[src/rtl/sound_pkg.sv]
// Shared encodings for the sound sequencer.
// Covers note codes, event indices, FSM states and the event priority encoder.
package sound_pkg;

    localparam logic [2:0] NOTE_OFF = 3'b000;
    localparam logic [2:0] NOTE_DO  = 3'b001;
    localparam logic [2:0] NOTE_RE  = 3'b010;
    localparam logic [2:0] NOTE_MI  = 3'b011;
    localparam logic [2:0] NOTE_SOL = 3'b100;

    localparam logic [1:0] EV_PADDLE   = 2'd0;
    localparam logic [1:0] EV_WALL     = 2'd1;
    localparam logic [1:0] EV_BRICK    = 2'd2;
    localparam logic [1:0] EV_GAMEOVER = 2'd3;

    typedef enum logic [1:0] {
        IDLE = 2'd0,
        PLAY = 2'd1,
        GAP  = 2'd2
    } state_t;

    // Highest set index wins; the result is meaningless when req is zero.
    function automatic logic [1:0] pick_winner(input logic [3:0] req);
        logic [1:0] w;
        w = 2'd0;
        for (int i = 0; i < 4; i++) begin
            if (req[i]) w = 2'(i);
        end
        return w;
    endfunction

endpackage

[src/rtl/sound_pattern_rom.sv]
// Note pattern table: (event, step) -> note code and whether that step ends the pattern.
// Steps beyond a pattern's end read as silent and final.
module sound_pattern_rom
    import sound_pkg::*;
(
    input  logic [1:0] ev,
    input  logic [1:0] step,
    output logic [2:0] note,
    output logic       last
);

    always_comb begin
        // NOTE: every output gets a default first so no path can infer a latch.
        note = NOTE_OFF;
        last = 1'b1;
        case (ev)
            EV_PADDLE: if (step == 2'd0) note = NOTE_DO;
            EV_WALL:   if (step == 2'd0) note = NOTE_RE;
            EV_BRICK: begin
                case (step)
                    2'd0:    begin note = NOTE_MI;  last = 1'b0; end
                    2'd1:    note = NOTE_SOL;
                    default: note = NOTE_OFF;
                endcase
            end
            default: begin
                case (step)
                    2'd0:    begin note = NOTE_SOL; last = 1'b0; end
                    2'd1:    begin note = NOTE_MI;  last = 1'b0; end
                    2'd2:    begin note = NOTE_RE;  last = 1'b0; end
                    default: note = NOTE_DO;
                endcase
            end
        endcase
    end

endmodule

[src/rtl/sound_sequencer.sv]
// Queues one-cycle sound event requests by fixed priority and plays each event's note
// pattern with fixed note and gap durations; game over preempts everything else.
module sound_sequencer
    import sound_pkg::*;
#(
    parameter int NOTE_CYCLES = 5_000_000,
    parameter int GAP_CYCLES  = 500_000,
    parameter int CNT_W       = 23
) (
    input  logic       clk50mhz,
    input  logic       reset_button,
    input  logic [3:0] sound_req,
    output logic [2:0] note_sel,
    output logic       busy,
    output logic [1:0] cur_event,
    output logic [3:0] ack
);

    localparam logic [CNT_W-1:0] NOTE_LOAD = CNT_W'(NOTE_CYCLES - 1);
    localparam logic [CNT_W-1:0] GAP_LOAD  = CNT_W'(GAP_CYCLES - 1);

    state_t            state, state_nxt;
    logic [1:0]        step, step_nxt;
    logic [CNT_W-1:0]  cnt, cnt_nxt;
    logic [3:0]        pending, pending_nxt;
    logic              last_q, last_nxt;
    logic [2:0]        note_nxt;
    logic [1:0]        ev_nxt;
    logic [3:0]        ack_nxt;

    logic [3:0]        combined;
    logic [1:0]        winner;
    logic              preempt;
    logic              use_winner;
    logic [1:0]        load_ev, load_step;
    logic [2:0]        load_note;
    logic              load_last;
    logic              start, advance;

    assign combined = pending | sound_req;
    assign winner   = pick_winner(combined);
    assign preempt  = (state != IDLE) && (cur_event != EV_GAMEOVER) && combined[EV_GAMEOVER];
    assign busy     = (state != IDLE);

    // The ROM is addressed for whatever note could be loaded this cycle: the next step of
    // the current pattern while it still has one, otherwise step 0 of the priority winner.
    assign use_winner = preempt || !((state == GAP) && !last_q);
    assign load_ev    = use_winner ? winner : cur_event;
    assign load_step  = use_winner ? 2'd0 : step + 2'd1;

    sound_pattern_rom u_rom (
        .ev   (load_ev),
        .step (load_step),
        .note (load_note),
        .last (load_last)
    );

    always_comb begin
        state_nxt   = state;
        step_nxt    = step;
        cnt_nxt     = cnt;
        note_nxt    = note_sel;
        ev_nxt      = cur_event;
        last_nxt    = last_q;
        ack_nxt     = 4'b0000;
        pending_nxt = combined;
        start       = 1'b0;
        advance     = 1'b0;

        case (state)
            IDLE: start = (combined != 4'b0000);
            PLAY: begin
                if (preempt) begin
                    start = 1'b1;
                end else if (cnt == '0) begin
                    state_nxt = GAP;
                    cnt_nxt   = GAP_LOAD;
                    note_nxt  = NOTE_OFF;
                end else begin
                    cnt_nxt = cnt - CNT_W'(1);
                end
            end
            GAP: begin
                if (preempt) begin
                    start = 1'b1;
                end else if (cnt == '0) begin
                    if (!last_q) begin
                        advance = 1'b1;
                    end else if (combined != 4'b0000) begin
                        start = 1'b1;
                    end else begin
                        state_nxt = IDLE;
                        note_nxt  = NOTE_OFF;
                    end
                end else begin
                    cnt_nxt = cnt - CNT_W'(1);
                end
            end
            default: state_nxt = IDLE;
        endcase

        if (start || advance) begin
            state_nxt = PLAY;
            cnt_nxt   = NOTE_LOAD;
            note_nxt  = load_note;
            last_nxt  = load_last;
            step_nxt  = start ? 2'd0 : step + 2'd1;
        end

        // A started event leaves the queue; a preempted one is simply overwritten.
        if (start) begin
            ev_nxt      = winner;
            ack_nxt     = 4'b0001 << winner;
            pending_nxt = combined & ~(4'b0001 << winner);
        end
    end

    // NOTE: sequential state uses non-blocking assignments only, with an asynchronous clear.
    always_ff @(posedge clk50mhz or negedge reset_button) begin
        if (!reset_button) begin
            state     <= IDLE;
            step      <= 2'd0;
            cnt       <= '0;
            pending   <= 4'b0000;
            last_q    <= 1'b1;
            note_sel  <= NOTE_OFF;
            cur_event <= EV_PADDLE;
            ack       <= 4'b0000;
        end else begin
            state     <= state_nxt;
            step      <= step_nxt;
            cnt       <= cnt_nxt;
            pending   <= pending_nxt;
            last_q    <= last_nxt;
            note_sel  <= note_nxt;
            cur_event <= ev_nxt;
            ack       <= ack_nxt;
        end
    end

endmodule

[config.mk]
export PLATFORM = sky130hd
export DESIGN_NAME = sound_sequencer
export DESIGN_NICKNAME = d
export VERILOG_FILES = /design/src/rtl/sound_pkg.sv /design/src/rtl/sound_pattern_rom.sv /design/src/rtl/sound_sequencer.sv
export SDC_FILE = /design/constraint.sdc
export NUM_CORES = 1
export LEC_CHECK = 0
export BUFFER_PORTS_ARGS = -buffer_cell sky130_fd_sc_hd__buf_4
export CORE_ASPECT_RATIO = 2
export CORE_MARGIN = 3
export CORE_UTILIZATION = 60
export DETAILED_ROUTE_END_ITERATION = 7
export MAX_ROUTING_LAYER = met4
export PLACE_DENSITY = 0.78
export REMOVE_ABC_BUFFERS = 1
export SYNTH_ARGS = -nofsm -noshare
export SYNTH_HDL_FRONTEND = slang
export SYNTH_SLANG_ARGS = --single-unit
[constraint.sdc]
create_clock -name clk50mhz -period 3.19 [get_ports clk50mhz]
set_input_delay 0.319 -clock clk50mhz [delete_from_list [all_inputs] [get_ports clk50mhz]]
set_output_delay 0.319 -clock clk50mhz [all_outputs]
set_load 0.01 [all_outputs]
== Yosys cells after proc, flatten, opt, wreduce, memory -nomap -nowiden ==
Cells that the tools add are included.

* Add/sub/neg operators: 2
* Multipliers: 0
* Divide/modulo/power cells: 0
* Magnitude comparators: 0
* Equality and inequality tests: 15
* Shift-type cells: 1
* Muxes and demuxes: 48
* Bitwise operators: 3
* Reductions and logical operators: 19

{| class="wikitable"
|+ Operator list
! operator !! number
|-
| 23-bit 2-to-1 mux || 5
|-
| 23-bit case mux with 2 select lines || 1
|-
| 2-bit 2-to-1 mux || 13
|-
| 23-bit zero test || 1
|-
| 23-bit by 1-bit subtractor with 23-bit output, second input constant || 1
|-
| 3-bit 2-to-1 mux || 7
|-
| 3-bit case mux with 3 select lines || 2
|-
| 7-bit AND reduction || 2
|-
| 1-bit 2-to-1 mux || 13
|-
| 3-bit by 2-bit != test with 1-bit output, second input constant || 4
|-
| 3-bit case mux with 2 select lines || 2
|-
| 4-bit 2-to-1 mux || 2
|-
| 2-bit by 1-bit == test with 1-bit output, second input constant || 3
|-
| 2-bit == test, second input constant || 3
|-
| 2-bit zero test || 3
|-
| 3-bit != test, second input constant || 2
|-
| 2-bit case mux with 3 select lines || 1
|-
| 4-bit bitwise AND || 1
|-
| 2-bit != test, second input constant || 2
|-
| 4-bit NOT || 1
|-
| 4-bit bitwise OR || 1
|-
| 4-bit AND reduction || 1
|-
| 4-bit nonzero test || 1
|-
| 1-bit by 2-bit left shift with 4-bit output, first input constant || 1
|-
| 11 further kinds || 15
|}

* Register bits: 41
* Latch bits: 0
* Bits in writable memories: 0
* Bits in read-only memories: 0
* Input port bits: 6
* Output and inout bits: 10
* Logic and storage cells: 96
* Memories kept: 0

== Depth between registers and ports, before layout ==
* Word-level depth: 10
* Depth in mapped cells: 9
* Gate-level depth less buffers: 8

== Modules after synthesis ==
A second synthesis with hierarchy kept.

* Cells, all modules: 277
* Area total of the unflattened synthesis: 2522.4 um^2

{| class="wikitable"
|+ By module, submodules not included
! module !! instances !! cells each !! area an instance (um^2) !! sequential area each (um^2)
|-
| sound_sequencer || 1 || 258 || 2358.5 || 1027.2
|-
| sound_pattern_rom || 1 || 19 || 163.9 || 0.0
|}

== Least setup slack after synthesis ==
No wires, ideal clock.

* Kind: register to register
* Start point: reg cnt[0]
* End point: reg cnt[8]
* Setup time: 0.158 ns
* Arrival time: 2.404 ns
* Required time: 3.032 ns
* Slack: 0.629 ns
* Stages on the path, launching flop included: 10
* Path buffers: 1
* Clock period less this slack: 2.561 ns
* Cells stage by stage: dfrtp_1 > inv_1 > ha_1 > or4b_4 > or4_4 > buf_6 > nor3_4 > a41oi_4 > a21oi_1 > a41oi_1

* Cells in the longest elaborated chain, start to end: 7
* Elaborated cells between the ends (all ways): 20
* Those cells by class: add/sub (1); eq/ne (3); mux (12); reduce/logical (4)

{| class="wikitable"
|+ Ends and longest elaborated chain
! element !! RTL line !! text
|-
| start, declared || sound_sequencer.sv:24 || <nowiki>logic [CNT_W-1:0] cnt, cnt_nxt;</nowiki>
|-
| start signal, assigned || sound_sequencer.sv:132 || <nowiki>cnt <= cnt_nxt;</nowiki>
|-
| branches (longest 7 deep; another with 23-bit by 1-bit subtractor with 23-bit output) || - ||
|}

Parallel ways; which one is timed is not known. The select of a mux whose other input is x is not followed.
A chain may end at the register's enable or synchronous reset.

== Worst setup path in the final report ==
* Start point: reg cnt[0]
* End point: reg pending[1]

* Cells in the longest elaborated chain, start to end: 5

{| class="wikitable"
|+ Ends and longest elaborated chain
! element !! RTL line !! text
|-
| 23-bit zero test || sound_sequencer.sv:86 || <nowiki>end else if (cnt == '0) begin</nowiki>
|-
| 1-bit 2-to-1 mux || sound_sequencer.sv:86 ||
|-
| 1-bit 2-to-1 mux || sound_sequencer.sv:84 || <nowiki>if (preempt) begin</nowiki>
|-
| 1-bit case mux with 3 select lines || sound_sequencer.sv:70 || <nowiki>case (state)</nowiki>
|-
| 4-bit 2-to-1 mux || sound_sequencer.sv:111 || <nowiki>if (start) begin</nowiki>
|-
| net pending_nxt[1] || sound_sequencer.sv:25 || <nowiki>logic [3:0] pending, pending_nxt;</nowiki>
|-
| end signal, assigned || sound_sequencer.sv:133 || <nowiki>pending <= pending_nxt;</nowiki>
|-
| end, declared || sound_sequencer.sv:25 ||
|}

The timed path passes the listed nets, and every way through them passes these cells.

==> key figures <==
Placement
  – I/O Buffers: 15
  – Post-detail-place hpwl: 4250 um
  – DP Area: 2540 um^2
  – Routability cong.: around 0.95
  – Dpl cells: 315

Route
  – DR DRC count: 0
  – Routed vias/inst: approximately 6.4
  – Via count: 2056
  – Routed wire length per instance: 17.6 um
  – DRT Pass-1 Iters: 4
  – Drt initial violations: slightly below 70
  – Final ANT Viol Nets: 0
  – Final wirelength: 5670 um

Worst setup path
  – R2R Setup Slk: 370 ps
  – Kind of critical path: flop to flop
  – CP Buf/Inv Count: 1
  – Arrival @ worst endpoint: 2990 ps
  – R2r endpoint: pending[1]$_DFF_PN0_
  – Slowest cell on the critical path: o41ai_4
  – Reg-to-reg critical path startpoint: cnt[0]$_DFFE_PN0P_
  – Crit end category: flop
  – CP delay by family, top: simple AND/OR/NAND/NOR gates
  – CP max stage delay: 530 ps
  – Worst R2R Path Depth: 8
  – CP required: 3370 ps
  – Worst Path Max Fanout: 10
  – Crit path cell chain: inv_1 -> ha_1 -> or4b_4 -> nor4_4 -> nand2_2 -> o41ai_4 -> and2_1 -> a21oi_1
  – Critical path launch point type: flop

Final layout
  – Fillcell total: 334
  – Design Area, Final: 2660 um^2
  – Seq. cell area: 1030 um^2
  – Area Overhead vs Synth: 10.3%
  – ANT cells: 0
  – Post-Layout Cell Count: 323
  – Final #Nets: between 200 and 300
  – Multi-input logic area: around 1300 um^2
  – Layout cells sized above 1: 15.4%

Synthesis
  – Yosys top cell by area: dfrtp_1
  – Synthesized area: ~2400 um^2
  – Syn. warnings: 0
  – Post-Synth Simple-Gate Area: between 20% and 30%
  – Yosys reg bits: 41
  – Post-synthesis adder-cell area fraction: 2.60%
  – Mux cell area share after synthesis: 2.08%
  – Prevailing post-synth register cell: dfrtp_1
  – Synth cell types: 56
  – Sequential area share after synthesis: between 40 and 50%
  – Post-synthesis compound-gate area fraction: 22.6%
  – Gate Count Post-Synth: 259
  – Mean Syn Cell Area: 9.30 um^2
  – Largest family of logic cells by synthesized area: simple AND/OR/NAND/NOR gates
  – Synth area leaders: dfrtp_1 (42%), nor2_1 (4.7%), o21ai_0 (3.7%), a21oi_1 (3.3%), nand2_1 (2.6%)
  – Asr flop ratio synth: between 90% and 100%
  – Top-area cell type share of the netlist area: 41.6%
  – Count leader, synth: dfrtp_1
  – Synth Area in XOR/XNOR: 2.18%
  – Synth top cells by count: dfrtp_1 (40), nor2_1 (30), o21ai_0 (18)
  – Number of enable flip-flop cells after synthesis: 0

Timing
  – FMAX: 355 MHz
  – TNS Setup: 0 ps
  – Slew margin rel.: 19.7%
  – Minimum clock period: between 2000 and 3000 ps
  – RSZ-0062 raised after global routing: false
  – Hold_ws: -15.9 ps
  – Period Utilization, post-route: 88.4%
  – Final Skew: 7.30 ps
  – Final hold violation count: 9
  – Actual slew at the worst max-slew pin: 1200 ps
  – Final setup viols: 0
  – Final slew viol count: 0

Pwr
  – Leakage power: 1.11 nW
  – P per Cell Area: roughly 550 nW/um^2
  – P_int: 987 uW
  – Net switching power: 476 uW
  – Seq pwr share: 46.8%
  – Clock share of power: 29.3%
  – Switching Share: 32.5%
  – Maximum vdd drop: 341 uV
  – Combinational Power Share: 23.9%

Clock network
  – Clk Latency, worst-skew pair: about 300 ps
  – Post-CTS Setup Inserts: 0
  – CTS tree: done
  – Clock slew seen by the registers of the worst setup and hold paths: 90 ps
  – TritonCTS Sinks: 41
  – Cts bufs inserted: 5
  – Post_cts resized: 0
  – Clk buf depth: 2
  – Hold-fix buffers, CTS: 0
  – Root Buffer: clkbuf_8
  – CTS H-tree lvls: 2

Global routing
  – Total global-route track usage: 26.6%
  – Antenna violations before repair: 0
  – Global-route wire length before repair: 9530 um
  – Largest net degree at the start of global routing: 42
  – Vias in the first global route: 2103
  – Grt total ovfl: 0

Hold path
  – Worst hold-check path type: primary input to async pin

Floorplan
  – Die Wd: 50.8 um
  – Initial Utilization: a little over three fifths
  – Die Y: 95.6 um
  – # rows: 32
  – DIE AREA: 4860 um^2
  – Placeable Area: around 3800 um^2
  – IO Pins: 16

Flow run
  – Maxcap violations: 0

Status
  – Status: finished, violations left
  – Failing checks: hold timing
worst max path at each step:
| stage | from | endpoint | slack, ps | cells past startpoint |
|---|---|---|---|---|
| detailed placement | cnt[0]$_DFFE_PN0P_ | pending[1]$_DFF_PN0_ | 360 | 8 |
| global route | cnt[0]$_DFFE_PN0P_ | pending[1]$_DFF_PN0_ | 190 | 8 |
| CTS | cnt[0]$_DFFE_PN0P_ | pending[1]$_DFF_PN0_ | 360 | 8 |
| global placement | state[1]$_DFFE_PN0P_ | cnt[8]$_DFFE_PN0P_ | 440 | 6 |
| floorplan | cnt[0]$_DFFE_PN0P_ | cnt[8]$_DFFE_PN0P_ | 670 | 8 |
| finish | cnt[0]$_DFFE_PN0P_ | pending[1]$_DFF_PN0_ | 370 | 8 |
stage by stage:
| stage | worst slack, ps | utilization (%) | hold WS, ps | power, mW |
|---|---|---|---|---|
| 2_1_floorplan | 673 | - | 23.4 | 0.915 |
| 3_3_place_gp | 437 | 66.1 | 325 | 1.04 |
| 3_5_place_dp | 362 | 66.1 | 332 | 1.05 |
| 4_1_cts | 364 | 69.1 | 5.06 | 1.47 |
| 5_1_grt | 193 | 69.1 | 7.02 | 1.55 |
| 6_report | 371 | 69.1 | -15.9 | 1.46 |
kinds of logic (layout without fill, tap and decap cells):
logic type,count (synthesis),after routing
flip-flops,41,41
buffers and inverters,19,32
multiplexers,5,5
adder cells (fa/ha/maj),5,5
XOR/XNOR,6,6
AO/OA/AOI/OAI,77,77
AND/OR/NAND/NOR,106,106
placed cells by master, fill, tap and decap left out, drive strengths merged, types with 2 or more instances in the layout:
| master | count |
|---|---|
| and2 | 3 |
| a21oi | 16 |
| o31ai | 4 |
| ha | 5 |
| nor2b | 3 |
| xor2 | 4 |
| o41ai | 5 |
| o22ai | 4 |
| buf | 17 |
| o21a | 2 |
| nor4 | 8 |
| a21o | 2 |
| clkbuf | 5 |
| nand4 | 2 |
| inv | 7 |
| or3 | 3 |
| a211oi | 4 |
| a31oi | 5 |
| nor3b | 2 |
| nor3 | 8 |
| a41oi | 3 |
| or4 | 7 |
| nand3 | 8 |
| xnor2 | 2 |
| o21ai | 20 |
| nand2 | 18 |
| dfrtp | 40 |
| o211ai | 3 |
| nor2 | 31 |
| or2 | 6 |
| and3 | 4 |
| a22o | 3 |
| mux2i | 5 |
cell type report:
cell class / instances / area share (%)
well taps: 51 / 2.40
repair buffers: 17 / 4.80
flip-flops and latches: 41 / 38.7
clock buffers: 5 / 2.59
inverters: 7 / 0.989
multi-input cells: 199 / 48.8
clock inverters: 3 / 1.74
worst register-to-register path, stage by stage, from the launching register on:
cell,delay (ps)
dfrtp_1,410
inv_1,90
ha_1,180
or4b_4,520
nor4_4,390
nand2_2,200
o41ai_4,540
and2_1,270
a21oi_1,90
per-layer routing:
metal  track usage (%)  wire, um
met5                 -         0
met4              14.2       208
met3              4.38       176
met2              48.7      3220
met1              26.2      2070
power by group through the flow:
stage,sequential [mW],combinational (mW),clock (mW)
3_3_place_gp,0.692,0.348,0
6_report,0.685,0.350,0.428
5_1_grt,0.697,0.397,0.454
3_5_place_dp,0.692,0.354,0
4_1_cts,0.683,0.353,0.436
2_1_floorplan,0.685,0.229,0
state kept, by name, summed over array words and instances, names as in the netlist:
signal / cells
pending: 4
step: 2
cnt: 23
cur_event: 2
state: 2
last_q: 1
ack: 4
note_sel: 3
No activity file was read; power rests on OpenSTA's default activity.
